===== config.mk =====
export PLATFORM = sky130hd
export DESIGN_NAME = vector_write_sequencer
export DESIGN_NICKNAME = d
export VERILOG_FILES = /design/src/rtl/vector_write_sequencer.sv
export SDC_FILE = /design/constraint.sdc
export NUM_CORES = 2
export LEC_CHECK = 0
export CAP_MARGIN = 30
export CORE_MARGIN = 1
export CORE_UTILIZATION = 40
export CTS_CLUSTER_SIZE = 25
export DETAILED_ROUTE_END_ITERATION = 16
export PLACE_DENSITY_LB_ADDON = 0.1
export SETUP_SLACK_MARGIN = 0.1
export SKIP_LAST_GASP = 1
export SYNTH_ARGS = -nofsm -noshare
export SYNTH_HDL_FRONTEND = slang
export SYNTH_SLANG_ARGS = --single-unit

===== constraint.sdc =====
create_clock -name clk -period 3.04 [get_ports clk]
set_clock_uncertainty 0.05 [all_clocks]
set_input_delay 0.608 -clock clk [delete_from_list [all_inputs] [get_ports clk]]
set_output_delay 0.608 -clock clk [all_outputs]
set_load 0.01 [all_outputs]

===== src/rtl/vector_write_sequencer.sv =====
// Scalar or strided-vector store sequencer with a start/busy/done handshake and mem_ready stall.
// Define VWS_MASK_EN to add a per-item write mask; the default build has no mask port.
module vector_write_sequencer #(
    parameter int I  = 20,
    parameter int L  = 32,
    parameter int A  = 10,
    parameter int CW = $clog2(I + 1)
) (
    input  logic             clk,
    input  logic             rst,
    input  logic             start,
    input  logic             op_type,
    input  logic [I*L-1:0]   vector_data,
    input  logic [L-1:0]     scalar_data,
    input  logic [A-1:0]     base_address,
    input  logic [A-1:0]     stride,
    input  logic [CW-1:0]    vlen,
`ifdef VWS_MASK_EN
    input  logic [I-1:0]     mask,
`endif
    input  logic             mem_ready,
    output logic             write_en,
    output logic [A-1:0]     write_address,
    output logic [L-1:0]     write_data,
    output logic             busy,
    output logic             done
);

    typedef enum logic [1:0] {IDLE, WRITE, DONE} state_t;

    state_t          state_q, state_d;
    logic [CW-1:0]   index_q, index_d;
    logic [CW-1:0]   count_q, count_d;
    logic            op_q, op_d;
    logic [I*L-1:0]  vdata_q, vdata_d;
    logic [L-1:0]    sdata_q, sdata_d;
    logic [A-1:0]    addr_q, addr_d;
    logic [A-1:0]    stride_q, stride_d;
    logic            item_en;
    logic            advance;
    logic            last;

`ifdef VWS_MASK_EN
    logic [I-1:0]    mask_q, mask_d;

    // A masked-off vector item still spends a cycle, but never waits on memory.
    assign item_en = !op_q || mask_q[index_q];
`else
    assign item_en = 1'b1;
`endif

    assign advance = (state_q == WRITE) && (!item_en || mem_ready);
    assign last    = (index_q == count_q - 1'b1);

    always_ff @(posedge clk or negedge rst) begin
        if (!rst) begin
            state_q  <= IDLE;
            index_q  <= '0;
            count_q  <= '0;
            op_q     <= 1'b0;
            vdata_q  <= '0;
            sdata_q  <= '0;
            addr_q   <= '0;
            stride_q <= '0;
`ifdef VWS_MASK_EN
            mask_q   <= '0;
`endif
        end else begin
            state_q  <= state_d;
            index_q  <= index_d;
            count_q  <= count_d;
            op_q     <= op_d;
            vdata_q  <= vdata_d;
            sdata_q  <= sdata_d;
            addr_q   <= addr_d;
            stride_q <= stride_d;
`ifdef VWS_MASK_EN
            mask_q   <= mask_d;
`endif
        end
    end

    always_comb begin
        state_d  = state_q;
        index_d  = index_q;
        count_d  = count_q;
        op_d     = op_q;
        vdata_d  = vdata_q;
        sdata_d  = sdata_q;
        addr_d   = addr_q;
        stride_d = stride_q;
`ifdef VWS_MASK_EN
        mask_d   = mask_q;
`endif
        case (state_q)
            IDLE: begin
                if (start) begin
                    op_d     = op_type;
                    vdata_d  = vector_data;
                    sdata_d  = scalar_data;
                    stride_d = stride;
                    addr_d   = base_address;
                    index_d  = '0;
`ifdef VWS_MASK_EN
                    mask_d   = mask;
`endif
                    // Oversized vector lengths are silently clamped to the item capacity.
                    if (!op_type) begin
                        count_d = CW'(1);
                    end else if (vlen > CW'(I)) begin
                        count_d = CW'(I);
                    end else begin
                        count_d = vlen;
                    end
                    state_d = (op_type && (vlen == '0)) ? DONE : WRITE;
                end
            end
            WRITE: begin
                if (advance) begin
                    index_d = index_q + 1'b1;
                    addr_d  = addr_q + stride_q;
                    if (last) begin
                        state_d = DONE;
                    end
                end
            end
            DONE:    state_d = IDLE;
            default: state_d = IDLE;
        endcase
    end

    always_comb begin
        write_en      = 1'b0;
        write_address = '0;
        write_data    = '0;
        busy          = 1'b0;
        done          = 1'b0;
        case (state_q)
            WRITE: begin
                write_en      = item_en;
                busy          = 1'b1;
                write_address = addr_q;
                write_data    = op_q ? vdata_q[int'(index_q)*L +: L] : sdata_q;
            end
            DONE:    done = 1'b1;
            default: ;
        endcase
    end

endmodule


-- Yosys cells after proc, flatten, opt, wreduce, memory -nomap -nowiden
Index checks and enable logic that the tools add are counted.
- word-level logic and storage cells: 45
- output and inout bits: 45
- bits of input ports: 702
- flip-flop bits (word level): 705
- shift operators: 1
- reduce and logical (&&, ||, !) cells: 8
- add/sub/neg operators: 3
- order comparisons: 1
- multiplexer cells: 18
- eq/ne operators: 6
- operator list (operator ; count):
    indexed part select 640 x 11 -> 32 bit ; 1
    two-way mux 32 bit ; 2
    two-way mux 10 bit ; 3
    two-way mux 5 bit ; 4
    one-hot mux 10 bit (2 select lines) ; 1
    adder 10 bit ; 1
    one-hot mux 5 bit (2 select lines) ; 1
    two-way mux 2 bit ; 4
    inequality test 2 bit, second input constant ; 3
    AND reduction 3 bit ; 2
    adder 5 x 1 -> 5 bit, second input constant ; 1
    == test 5 bit ; 1
    greater-than comparator 5 bit, second input constant ; 1
    logical NOT 5 bit ; 1
    subtractor 5 x 1 -> 5 bit, second input constant ; 1
    one-hot mux 2 bit (2 select lines) ; 1
    == test 2 x 1 -> 1 bit, second input constant ; 1
    == test 2 bit, second input constant ; 1
    logical AND 1 bit ; 2
    logical NOT 2 bit ; 1
    two-way mux 1 bit ; 2
    AND reduction 2 bit ; 1
    nonzero test 2 bit ; 1

-- Logic depth before layout (Yosys ltp)
- depth after elaboration: 5
- depth in mapped cells: 8

-- Worst setup path before layout
Ideal clock, no wire load.
- path type: register to output
- from: register index_q[0]
- to: output write_data[24]
- cell stages (with the launch flop): 7
- slack: 0.692 ns
- path buffers: 2
- data arrival time: 1.690 ns
- path through: dfrtp_1 buf_6 buf_6 mux4_2 a22o_1 a21oi_1 a31oi_1
- word-level cells in the longest chain between the ends: 3
- RTL lines (what ; RTL line ; RTL):
    from (decl) ; 32 ; logic [CW-1:0] index_q, index_d;
    from (signal assigned) ; 70 ; index_q <= index_d;
    indexed part select 640 x 11 -> 32 bit ; 143 ; write_data = op_q ? vdata_q[int'(index_q)*L +: L] : sdata_q;
    two-way mux 32 bit ; 143 ;
    two-way mux 32 bit ; 138 ; case (state_q)
    to (decl) ; 24 ; output logic [L-1:0] write_data,
No other way between the ends.

-- Worst setup path in the final report
- from: register index_q[0]
- to: output write_data[31]
Same word-level chain as after synthesis.

==> impl_metrics.env <==
export IMPL_outcome="complete, but fails checks"
export IMPL_violations="setup timing"
export IMPL_reg2reg_slack_ps=490
export IMPL_fin_util=0.566
export IMPL_grt_pass1_vias=28700
export IMPL_drv_slew=0
export IMPL_wl_per_cell_um=22.4
export IMPL_r2r_end="addr_q[8]"
export IMPL_vias=28400
export IMPL_relSlewSlack=0.459
export IMPL_switchingPower_mw=16.6
export IMPL_final_common_cell="nand2_1"
export IMPL_fillers=7292
export IMPL_clock_latency_ps=610
export IMPL_synthesis_area_mm2=0.0326
export IMPL_grt_antenna_before_repair=8
export IMPL_clk_pin_slew_ps=60
export IMPL_cts_hold_buffers_added=0
export IMPL_end_kind="output pin"
export IMPL_numCtsBuffers=79
export IMPL_finalNetCount=5099
export IMPL_max_slew_worst_pin_slew_ps=811
export IMPL_ys_ff_latch=705
export IMPL_r2r_start="addr_q[0]"
export IMPL_io_buffers=746
export IMPL_synth_fp_nets=4319
export IMPL_seq_area_frac_synth=0.542
export IMPL_crit_required_ps=2380
export IMPL_synth_ff_type="dfrtp_1"
export IMPL_firstDrtPassIters=5
export IMPL_power_density_mw_per_mm2=979
export IMPL_layout_setup_ws_ps=-454
export IMPL_track_usage=0.296
export IMPL_critPathKind="register to output pin"
export IMPL_use_met1=0.400
export IMPL_post_route_period_util=1.15
export IMPL_dr_first_iter_drc_count=2178
export IMPL_dieArea_mm2=0.0825
export IMPL_drc=0
export IMPL_arrival_ps=2840
export IMPL_top_usage_layer="met2"
export IMPL_internal_power_mw=28.0
export IMPL_grt_max_degree=108
export IMPL_syn_area_per_cell_um2=9.03
export IMPL_htree_levels=3
export IMPL_grt_pass1_wl_mm=181
export IMPL_row_count=104
export IMPL_final_cell_mix="nand2_1 (2072), clkdlybuf4s50_1 (712), dfrtp_1 (701)"
export IMPL_min_path_type="primary input to asynchronous set/reset pin"
export IMPL_setup_viol=32
export IMPL_cts_tree="built"
export IMPL_viasPerCell=5.16
export IMPL_p_leak_nw=22.2
export IMPL_met3_usage=0.0471
export IMPL_synth_edff_count=0
export IMPL_reg2regPathDepth=8
export IMPL_finalSetupTns_ps=-11860
export IMPL_cp_start_kind="register"
export IMPL_maxCapViolCount=0
export IMPL_wirelength_mm=123
export IMPL_yosysTopAreaCell="dfrtp_1"
export IMPL_synth_area_leaders="dfrtp_1 (54%), nand2_1 (24%), mux4_2 (6.4%)"
export IMPL_async_flop_share=1.00
export IMPL_fin_area_mm2=0.0456
export IMPL_rsz0062_at_grt="true"
export IMPL_fmax_mhz=286
export IMPL_seqPwrFrac=0.371
export IMPL_dp_hpwl_mm=91.6
export IMPL_yosys_warnings=0
export IMPL_use_met2=0.477
export IMPL_path_max_fanout=5
export IMPL_ys_types=47
export IMPL_hold_violations=0
export IMPL_period_needed_ps=3490
export IMPL_core_mm2=0.0805
export IMPL_p_comb_frac=0.416
export IMPL_ir_drop_v=0.000463
export IMPL_swShare=0.372
export IMPL_synth_top_area_frac=0.542
export IMPL_io_pins=747
export IMPL_initial_utilization=0.404
export IMPL_postPlaceCellArea_mm2=0.0419
export IMPL_gp_congestion=0.876
export IMPL_clockPowerShare=0.213
export IMPL_clockBufferDepth=3
export IMPL_grt_overflow=0
export IMPL_die_w_um=287
export IMPL_clk_root_buffer_cell="clkbuf_16"
export IMPL_drtAntennaViolNets=0
export IMPL_netlist_instances=3605
export IMPL_clock_sinks=705
export IMPL_area_growth_pct=40.0
export IMPL_drive_gt1_frac=0.121
export IMPL_die_h_um=287
cell type report:
type / instances / area [µm²] / area share
Antenna cell: 6 / 15.0 / 0.000329
Sequential cell: 705 / 17700 / 0.387
Tap cell: 1060 / 1330 / 0.0291
Inverter: 4 / 17.5 / 0.000384
Clock buffer: 115 / 2320 / 0.0510
Multi-Input combinational cell: 2659 / 14200 / 0.312
Clock inverter: 23 / 225 / 0.00494
Timing Repair Buffer: 936 / 9810 / 0.215
registers in the layout, indices dropped and copies added (netlist names):
name,count
state_q,2
stride_q,10
vdata_q,640
addr_q,10
count_q,5
op_q,1
sdata_q,32
index_q,5
through the flow:
step / hold WS (ps) / std cells / setup WS (ps) / power (mW)
2_1_floorplan: 262 / 3605 / 692 / 26.7
4_1_cts: 0.0745 / 5499 / -518 / 44.5
3_3_place_gp: 403 / 5321 / -371 / 33.5
5_1_grt: 26.8 / 5508 / -525 / 47.4
6_report: 19.3 / 5508 / -454 / 44.6
3_5_place_dp: 407 / 5321 / -367 / 33.7
worst max-delay path, stage by stage, from the launching register on:
cell and delay, ps:
dfrtp_4 530, buf_12 170, buf_12 140, buf_6 110
mux4_2 440, a22o_4 300, a21oi_2 120, buf_6 140
a31oi_4 90, buf_2 160
routing by layer:
metal	wire, µm	share of wire	up-vias
li1	-	-	13200
met1	52600	0.43	14000
met2	58300	0.47	973
met3	7240	0.059	211
met4	5100	0.041	2
met5	11	0.000089	-
worst max path at each step:
stage / start / endpoint / slack [ps] / depth (start not counted)
final: index_q[0] / write_data[31] / -450 / 9
after detailed placement: index_q[0] / write_data[25] / -370 / 8
after CTS: index_q[0] / write_data[25] / -520 / 9
after global placement: index_q[0] / write_data[25] / -370 / 8
after global routing: index_q[0] / write_data[17] / -520 / 9
after floorplan: index_q[0] / write_data[24] / 690 / 6
cell families after synthesis:
logic type	Yosys count	share of synthesized area
AO/OA/AOI/OAI	270	0.0540
XOR/XNOR	18	0.00484
adder cells (fa/ha/maj)	12	0.00484
buffers and inverters	243	0.0375
flip-flops	705	0.542
multiplexers	225	0.108
AND/OR/NAND/NOR	2132	0.249
timing repair:
action | 4_1_cts | 5_1_grt
gates resized for setup | 238 | 46
setup endpoints to repair | 44 | 41
gates cloned | 12 | 1
buffers inserted | 29 | 5
pin swaps | 69 | 33
power by group through the flow:
stage	combinational, mW	sequential [mW]	clock, mW
floorplan	11.4	15.4	0
detailed placement	17.2	16.5	0
global route	20.4	17.0	10.0
CTS	18.4	16.5	9.67
finish	18.6	16.6	9.50
global placement	16.8	16.6	0
synthesized netlist by cell type, types with 5 or more instances:
master,number
o211ai_1,32
a22oi_1,32
xnor2_1,12
nand3_1,6
a22o_1,33
and2_1,13
mux2i_1,96
nand2b_1,5
buf_12,11
buf_1,9
xor2_1,6
clkbuf_1,165
buf_6,9
mux2_1,12
o21ai_1,9
a21oi_1,48
nand2_1,2073
a31oi_1,68
buf_2,42
mux2_2,21
o21ai_0,34
ha_1,11
nor2_1,16
mux4_2,92
dfrtp_1,705
Note: power is estimated with default switching activity, not from simulation.
